[config.mk]
export PLATFORM = sky130hd
export DESIGN_NAME = receiver_frame_sampler
export DESIGN_NICKNAME = d
export VERILOG_FILES = /design/src/rtl/receiver_pkg.sv /design/src/rtl/one_cycle_delayer.sv /design/src/rtl/receiver_bit_counter.sv /design/src/rtl/receiver_frame_sampler.sv
export SDC_FILE = /design/constraint.sdc
export NUM_CORES = 1
export LEC_CHECK = 0
export ABC_AREA = 1
export CORE_MARGIN = 5
export CORE_UTILIZATION = 35
export CTS_BUF_LIST = sky130_fd_sc_hd__clkbuf_8
export DETAILED_ROUTE_END_ITERATION = 8
export GPL_TIMING_DRIVEN = 0
export PLACE_DENSITY = 0.5
export SYNTH_ARGS = -nofsm -noshare
export SYNTH_HDL_FRONTEND = slang
export SYNTH_HIERARCHICAL = 1
export SYNTH_SLANG_ARGS = --single-unit
[constraint.sdc]
create_clock -name i_clock -period 1.75 [get_ports i_clock]
set_input_delay 0.2625 -clock i_clock [delete_from_list [all_inputs] [get_ports i_clock]]
set_output_delay 0.2625 -clock i_clock [all_outputs]
set_load 0.005 [all_outputs]
[src/rtl/receiver_pkg.sv]
// Shared definitions for the UART receive path: FSM state encoding and
// default frame/timing constants.
package receiver_pkg;

    typedef enum logic [2:0] {
        IDLE  = 3'd0,
        START = 3'd1,
        DATA  = 3'd2,
        STOP  = 3'd3,
        BREAK = 3'd4
    } state_t;

    localparam int lp_DATA_WIDTH            = 8;
    localparam int lp_BIT_COUNTER_WIDTH     = 3;
    localparam int lp_CLKS_PER_BIT          = 16;
    localparam int lp_CLK_COUNTER_WIDTH     = 4;

    // Counter value at the middle of the start bit and at the end of a bit.
    localparam int lp_HALF_BIT              = lp_CLKS_PER_BIT / 2 - 1;
    localparam int lp_FULL_BIT              = lp_CLKS_PER_BIT - 1;
    localparam int lp_DATA_WIDTH_minus_one  = lp_DATA_WIDTH - 1;

endpackage

[src/rtl/one_cycle_delayer.sv]
// Single registered delay stage with a configurable reset value; chained to
// build the serial-line synchroniser.
module one_cycle_delayer #(
    parameter logic RESET_VALUE = 1'b0
) (
    input  logic i_clock,
    input  logic i_resetL,
    input  logic i_d,
    output logic o_q
);

    // Register the input by one clock, loading the reset value on reset.
    always_ff @(posedge i_clock) begin
        if (!i_resetL) begin
            o_q <= RESET_VALUE;
        end else begin
            o_q <= i_d;
        end
    end

endmodule

[src/rtl/receiver_bit_counter.sv]
// Data-bit index for the receiver: held at zero outside the DATA state,
// advanced on every mid-bit sample, flags the last data bit of the frame.
module receiver_bit_counter
    import receiver_pkg::*;
#(
    parameter int DATA_WIDTH        = lp_DATA_WIDTH,
    parameter int BIT_COUNTER_WIDTH = lp_BIT_COUNTER_WIDTH
) (
    input  logic i_clock,
    input  logic i_resetL,
    input  logic i_clear,
    input  logic i_advance,
    output logic o_last
);

    localparam logic [BIT_COUNTER_WIDTH-1:0] last_idx_c = BIT_COUNTER_WIDTH'(DATA_WIDTH - 1);

    logic [BIT_COUNTER_WIDTH-1:0] bit_idx_r;

    // Bit index: cleared outside DATA, increments per sample, wraps after the last bit.
    always_ff @(posedge i_clock) begin
        if (!i_resetL) begin
            bit_idx_r <= '0;
        end else if (i_clear) begin
            bit_idx_r <= '0;
        end else if (i_advance) begin
            if (o_last) begin
                bit_idx_r <= '0;
            end else begin
                bit_idx_r <= bit_idx_r + BIT_COUNTER_WIDTH'(1);
            end
        end else begin
            bit_idx_r <= bit_idx_r;
        end
    end

    // Last-bit comparator.
    always_comb begin
        o_last = (bit_idx_r == last_idx_c);
    end

endmodule

[src/rtl/receiver_frame_sampler.sv]
// UART receive framer: synchronises the line, qualifies the start bit at
// mid-bit, shifts in data LSB first, checks the stop bit and strobes the byte.
module receiver_frame_sampler
    import receiver_pkg::*;
#(
    parameter int DATA_WIDTH        = lp_DATA_WIDTH,
    parameter int BIT_COUNTER_WIDTH = lp_BIT_COUNTER_WIDTH,
    parameter int CLKS_PER_BIT      = lp_CLKS_PER_BIT,
    parameter int CLK_COUNTER_WIDTH = lp_CLK_COUNTER_WIDTH
) (
    input  logic                  i_clock,
    input  logic                  i_resetL,
    input  logic                  i_rx,
    output logic [DATA_WIDTH-1:0] o_data,
    output logic                  o_valid,
    output logic                  o_framing_error,
    output logic                  o_busy
);

    localparam logic [CLK_COUNTER_WIDTH-1:0] half_bit_c = CLK_COUNTER_WIDTH'(CLKS_PER_BIT / 2 - 1);
    localparam logic [CLK_COUNTER_WIDTH-1:0] full_bit_c = CLK_COUNTER_WIDTH'(CLKS_PER_BIT - 1);

    logic                         rx_meta_s;
    logic                         rx_s;
    state_t                       state_r;
    logic [CLK_COUNTER_WIDTH-1:0] clk_cnt_r;
    logic [DATA_WIDTH-1:0]        shift_r;
    logic                         sample_s;
    logic                         bit_clear_s;
    logic                         last_bit_s;

    // Two-flop synchroniser; idle-high reset value so reset never looks like a start bit.
    one_cycle_delayer #(.RESET_VALUE(1'b1)) u_sync_0 (
        .i_clock  (i_clock),
        .i_resetL (i_resetL),
        .i_d      (i_rx),
        .o_q      (rx_meta_s)
    );

    one_cycle_delayer #(.RESET_VALUE(1'b1)) u_sync_1 (
        .i_clock  (i_clock),
        .i_resetL (i_resetL),
        .i_d      (rx_meta_s),
        .o_q      (rx_s)
    );

    // Data-bit sample strobe and bit-index clear.
    always_comb begin
        sample_s    = 1'b0;
        bit_clear_s = 1'b1;
        if (state_r == DATA) begin
            sample_s    = (clk_cnt_r == full_bit_c);
            bit_clear_s = 1'b0;
        end else begin
            sample_s    = 1'b0;
            bit_clear_s = 1'b1;
        end
    end

    receiver_bit_counter #(
        .DATA_WIDTH        (DATA_WIDTH),
        .BIT_COUNTER_WIDTH (BIT_COUNTER_WIDTH)
    ) u_bit_counter (
        .i_clock   (i_clock),
        .i_resetL  (i_resetL),
        .i_clear   (bit_clear_s),
        .i_advance (sample_s),
        .o_last    (last_bit_s)
    );

    // Frame FSM with per-bit clock counter, shift register and registered outputs.
    always_ff @(posedge i_clock) begin
        if (!i_resetL) begin
            state_r         <= IDLE;
            clk_cnt_r       <= '0;
            shift_r         <= '0;
            o_data          <= '0;
            o_valid         <= 1'b0;
            o_framing_error <= 1'b0;
            o_busy          <= 1'b0;
        end else begin
            o_valid         <= 1'b0;
            o_framing_error <= 1'b0;
            case (state_r)
                IDLE: begin
                    clk_cnt_r <= '0;
                    if (!rx_s) begin
                        state_r <= START;
                        o_busy  <= 1'b1;
                    end else begin
                        o_busy  <= 1'b0;
                    end
                end
                START: begin
                    if (clk_cnt_r == half_bit_c) begin
                        clk_cnt_r <= '0;
                        if (!rx_s) begin
                            state_r <= DATA;
                        end else begin
                            state_r <= IDLE;
                            o_busy  <= 1'b0;
                        end
                    end else begin
                        clk_cnt_r <= clk_cnt_r + CLK_COUNTER_WIDTH'(1);
                    end
                end
                DATA: begin
                    if (clk_cnt_r == full_bit_c) begin
                        clk_cnt_r <= '0;
                        shift_r   <= {rx_s, shift_r[DATA_WIDTH-1:1]};
                        if (last_bit_s) begin
                            state_r <= STOP;
                        end else begin
                            state_r <= DATA;
                        end
                    end else begin
                        clk_cnt_r <= clk_cnt_r + CLK_COUNTER_WIDTH'(1);
                    end
                end
                STOP: begin
                    if (clk_cnt_r == full_bit_c) begin
                        clk_cnt_r <= '0;
                        if (rx_s) begin
                            o_data  <= shift_r;
                            o_valid <= 1'b1;
                            o_busy  <= 1'b0;
                            state_r <= IDLE;
                        end else begin
                            o_framing_error <= 1'b1;
                            state_r         <= BREAK;
                        end
                    end else begin
                        clk_cnt_r <= clk_cnt_r + CLK_COUNTER_WIDTH'(1);
                    end
                end
                BREAK: begin
                    clk_cnt_r <= '0;
                    if (rx_s) begin
                        state_r <= IDLE;
                        o_busy  <= 1'b0;
                    end else begin
                        state_r <= BREAK;
                    end
                end
                default: begin
                    state_r   <= IDLE;
                    clk_cnt_r <= '0;
                    o_busy    <= 1'b0;
                end
            endcase
        end
    end

endmodule

* Word level (Yosys, flattened, before mapping) *
Index checks and enable logic that the tools add are counted.

storage, ports and cells
  register bits after elaboration = 31
  bits in latches = 0
  bits in writable memories = 0
  ROM bits = 0
  bits of input ports = 3
  output and inout port bits = 11
  logic and storage cells = 51
  memories kept = 0

cells by class
  add/subtract/negate cells = 2
  multiply operators = 0
  div/mod/pow operators = 0
  $lt $le $gt $ge = 0
  equal/unequal tests = 11
  shift operators = 0
  multiplexer cells = 19
  bitwise operators = 1
  reduce and logical (&&, ||, !) cells = 8

operators with widths
  kind                                            count
  2-to-1 mux 3 bit                                6
  case mux 3 bit (5 select lines)                 1
  AND reduction 3 bit                             3
  2-to-1 mux 4 bit                                2
  case mux 4 bit (2 select lines)                 1
  2-to-1 mux 1 bit                                7
  == test 3 x 2 -> 1 bit (second input constant)  2
  == test 3 bit (second input constant)           2
  != test 2 bit (second input constant)           3
  case mux 1 bit (5 select lines)                 1
  adder 4 x 1 -> 4 bit (second input constant)    1
  == test 4 x 3 -> 1 bit (second input constant)  1
  == test 4 bit (second input constant)           1
  AND reduction 2 bit                             2
  AND reduction 4 bit                             1
  adder 3 x 1 -> 3 bit (second input constant)    1
  == test 3 x 1 -> 1 bit (second input constant)  1
  logical NOT 3 bit                               1
  2-to-1 mux 2 bit                                1
  != test 2 x 1 -> 1 bit (second input constant)  1
  OR reduction 2 bit                              1
  NOT 1 bit                                       1

* Depth between registers and ports, before layout *
  word-level depth = 4
  mapped depth = 8
  mapped depth without buffers = 8

* By module *
The synthesis kept the hierarchy.

by module, submodules not included
  module                  times used  cells each  area each (sq um)  seq. area each (sq um)
  receiver_frame_sampler  1           144         1068.5             520.5
  receiver_bit_counter    1           19          142.6              60.1
  one_cycle_delayer       2           3           27.5               20.0

* Least setup slack after synthesis *
Ideal clock, no wire load.

  path kind = register to register
  from = register clk_cnt_r[0]
  to = register o_data[0]
  setup time = 0.116 ns
  data arrival time = 1.210 ns
  required time = 1.634 ns
  slack = 0.425 ns
  stages on the path, launching flop included = 7
  buffers on the path = 0
  period minus slack after synthesis = 1.325 ns
  path through = dfxtp_1 > ha_1 > nand3_4 > nor3_4 > inv_2 > nor2_1 > nor2_1

between the ends
  cells in the longest elaborated chain, start to end = 2

ends and longest elaborated chain
  element                               RTL line                       text
  start: declaration                    receiver_frame_sampler.sv:26   logic [CLK_COUNTER_WIDTH-1:0] clk_cnt_r;
  start signal: assignment              receiver_frame_sampler.sv:104  clk_cnt_r <= clk_cnt_r + CLK_COUNTER_WIDTH'(1);
  start signal: assignment              receiver_frame_sampler.sv:117  clk_cnt_r <= clk_cnt_r + CLK_COUNTER_WIDTH'(1);
  start signal: assignment              receiver_frame_sampler.sv:133  clk_cnt_r <= clk_cnt_r + CLK_COUNTER_WIDTH'(1);
  == test 4 bit                         receiver_frame_sampler.sv:121  if (clk_cnt_r == full_bit_c) begin
  AND reduction 3 bit (no source line)  -
  end signal: assignment                receiver_frame_sampler.sv:124  o_data <= shift_r;
  end: declaration                      receiver_frame_sampler.sv:14   output logic [DATA_WIDTH-1:0] o_data,

No other way between the ends.
A chain may end at the register's enable or synchronous reset.

* Worst setup path after layout *
  from = register clk_cnt_r[0]
  to = register shift_r[7]

between the ends
  cells in the longest elaborated chain, start to end = 2

ends and longest elaborated chain
  element                               RTL line                       text
  == test 4 bit                         receiver_frame_sampler.sv:108  if (clk_cnt_r == full_bit_c) begin
  AND reduction 2 bit (no source line)  -
  end signal: assignment                receiver_frame_sampler.sv:110  shift_r <= {rx_s, shift_r[DATA_WIDTH-1:1]};
  end: declaration                      receiver_frame_sampler.sv:27   logic [DATA_WIDTH-1:0] shift_r;

No other way between the ends.

==> run metrics <==
initial antenna violation count=0; met2 Use GR=0.172; Setup-failing EPs final=0; GRT overflow=0; met3 Track Usage GR=0.0473; core area=around 3400 um2; Vias=approximately 1.1k; Synth Area in Adders=0.0296; RSZ-0062 raised after global routing=false; HPWL Detailed=1850 um; worst slew pin tran=slightly below 0.4 ns; Final Hold Vio Count=0; Ant. Diodes=0; first-pass GRT wire length=roughly 4400 um; # rows=21; met1 usage=0.143; CTS tree=built; Worst Path Required=1.92 ns; # port buffers=13; Clock Path Buffers=2; Setup crit start=clk_cnt_r[0]; fillcell total=358; Worst-path clk slew=0.07 ns; post-synthesis register bit count=31; busiest grt layer=met2; area added between synthesis and finish=25.3%; Lkg Pwr=0.707 nW; Slew headroom=0.739; mux cell area share after synthesis=0; Area contributors post-synth=dfxtp_1, nor2_1, o21ai_0, nand2_1, inv_1; worst reg-to-reg setup slack=approximately 0.21 ns; Slew Limit Fails=0; Total Routing Usage GR=0.114; FF+latch area=~620 um2; io pins=14; area leader, netlist=dfxtp_1; Vias per Instance=roughly 4.6; ANT nets after route=0; Final Core Density=0.464; Sum Neg Setup Slack=0 ns; clock sinks=31; register area share after synthesis=0.490; post-synthesis net count=between 150 and 200; synthesized area=between 1000 and 1500 um2; die span in x=around 70 um; WL final=about 2600 um; post-synthesis area per instance=around 7.5 um2; die area=4920 um2; Final #Nets=between 150 and 200; TritonCTS Buffers=5; fmax=649 MHz; crit share post-route=0.880; drt first-iter violations=57; HP Class=reg2reg; clk root buf=clkbuf_8; Crit Reg-Reg Startpoint=clk_cnt_r[0]; Starting Density=0.371; Synth Area in Compound Gates=0.107; XOR/XNOR Fraction of Synth Area=0.00692; Max rail drop VDD=0.628 mV; Critical R2R Capture=shift_r[7]; DR pass1 iterations=6; Critical Path End=shift_r[7]; Crit Path Category=reg2reg; outcome=completed; drt drc=0; post-synth cell types=22; H-tree depth=2; skew final=roughly 0.0044 ns; top cell type's share of synthesized area=0.490; number of global-route vias before repair=between 900 and 1k; share of layout cells above drive strength 1=0.0990; Arrival @ worst endpoint=1.71 ns; largest net degree at the start of global routing=15; Worst setup SP type=register; worst r2r path cells=6; Yosys warning count=6; fin crit period=1.54 ns; max-cap violations=0; area occupied by multi-input gates=around 570 um2; Routed wire per std cell=approximately 11 um; Syn Inst Count=169; CP Capture Type=register; Hold Path Depth=2; DIE HEIGHT=~70 um; CP Max Fanout=14; Final GP Congestion=approximately 0.74; largest family of logic cells by synthesized area=simple AND/OR/NAND/NOR gates; Clk Latency, worst-skew pair=roughly 0.28 ns; post-synthesis simple-gate area fraction=0.306; PD cells=1210 nW/um2
cell usage in the layout (no fill, tap or decap), drive strengths merged:
master / netlist / final
xor2: 1 / 1
clkinv: 0 / 1
dfxtp: 31 / 31
o21ai: 19 / 19
nor3b: 1 / 1
nand2: 23 / 23
a21oi: 8 / 8
bufinv: 0 / 1
inv: 18 / 18
ha: 3 / 3
nand3: 7 / 7
clkbuf: 0 / 6
clkdlybuf4s50: 0 / 13
nor4: 1 / 1
buf: 2 / 4
nor2: 51 / 51
nor3: 4 / 4
final cells by class:
class	count	share of cell area
Timing Repair Buffer	15	0.0915
Clock inverter	2	0.0221
Tap cell	46	0.0363
Multi-Input combinational cell	118	0.359
Clock buffer	6	0.0521
Sequential cell	31	0.391
Buffer	2	0.00552
Inverter	18	0.0426
metal layers:
layer,up-vias,wire (um),part of all wire
met5,-,0,0
met1,489,1290,0.50
li1,579,-,-
met4,0,45,0.017
met3,5,95,0.037
met2,18,1160,0.45
cells by family after synthesis:
kind of cell / count (synthesis)
AOI/OAI and AO/OA: 27
xor gates and xnor gates: 1
adders and majority gates: 3
buffers and inverters: 20
DFF: 31
and+or+nand+nor: 87
what timing repair did:
| action | in CTS | in global routing |
|---|---|---|
| hold endpoints to repair | 0 | 0 |
| setup endpoints to repair | 0 | 7 |
| setup buffers | 0 | 2 |
| gates resized for setup | 0 | 0 |
| hold buffers | 0 | 0 |
per-stage QoR:
stage               hold WS, ns  instances  total power, mW  instance area [um2]  setup slack [ns]
floorplan                 0.331        169             1.11                 1270             0.425
global placement          0.386        228             1.21                 1450           -0.0258
detailed placement        0.395        228             1.20                 1450           -0.0202
CTS                       0.413        236             1.95                 1570            0.0916
global route              0.452        238             2.05                 1590            0.0946
finish                    0.405        238             1.92                 1590             0.209
worst max-delay path: stages (launching register included):
cell	delay [ns]
dfxtp_1	0.35
ha_1	0.24
nand3_4	0.15
nor2_4	0.32
inv_2	0.13
o21ai_0	0.17
a21oi_1	0.05
registers in the layout, indices dropped and copies added, names as in the netlist:
| signal | flops |
|---|---|
| o_data | 8 |
| state_r | 3 |
| o_busy | 1 |
| o_framing_error | 1 |
| u_bit_counter/bit_idx_r | 3 |
| u_sync_0/o_q | 1 |
| clk_cnt_r | 4 |
| shift_r | 8 |
| u_sync_1/o_q | 1 |
| o_valid | 1 |
power by group:
| group | switching, mW | internal [mW] |
|---|---|---|
| combinational | 0.245 | 0.146 |
| clock | 0.277 | 0.460 |
| sequential | 0.0496 | 0.745 |
| total | 0.572 | 1.35 |
worst min-delay path by stage:
stage                  from            to  slack, ns
2_1_floorplan      i_resetL  u_sync_0/o_q       0.33
3_3_place_gp   u_sync_0/o_q  u_sync_1/o_q       0.39
3_5_place_dp   u_sync_0/o_q  u_sync_1/o_q       0.40
4_1_cts        u_sync_0/o_q  u_sync_1/o_q       0.41
5_1_grt        u_sync_0/o_q  u_sync_1/o_q       0.45
6_report       u_sync_0/o_q  u_sync_1/o_q       0.40
synthesized netlist by cell type:
cell      n
nor2_1   49
dfxtp_1  31
nand2_1  22
o21ai_0  18
inv_1    16
a21oi_1   8
nand3_1   5
ha_1      3
nor3_1    3
inv_2     2
buf_1     1
buf_2     1
nand2_2   1
nand3_2   1
nand3_4   1
nor2_2    1
nor2_4    1
nor3_4    1
nor3b_1   1
nor4_1    1
o21ai_1   1
xor2_1    1
Power figures use the tool's default switching activity.
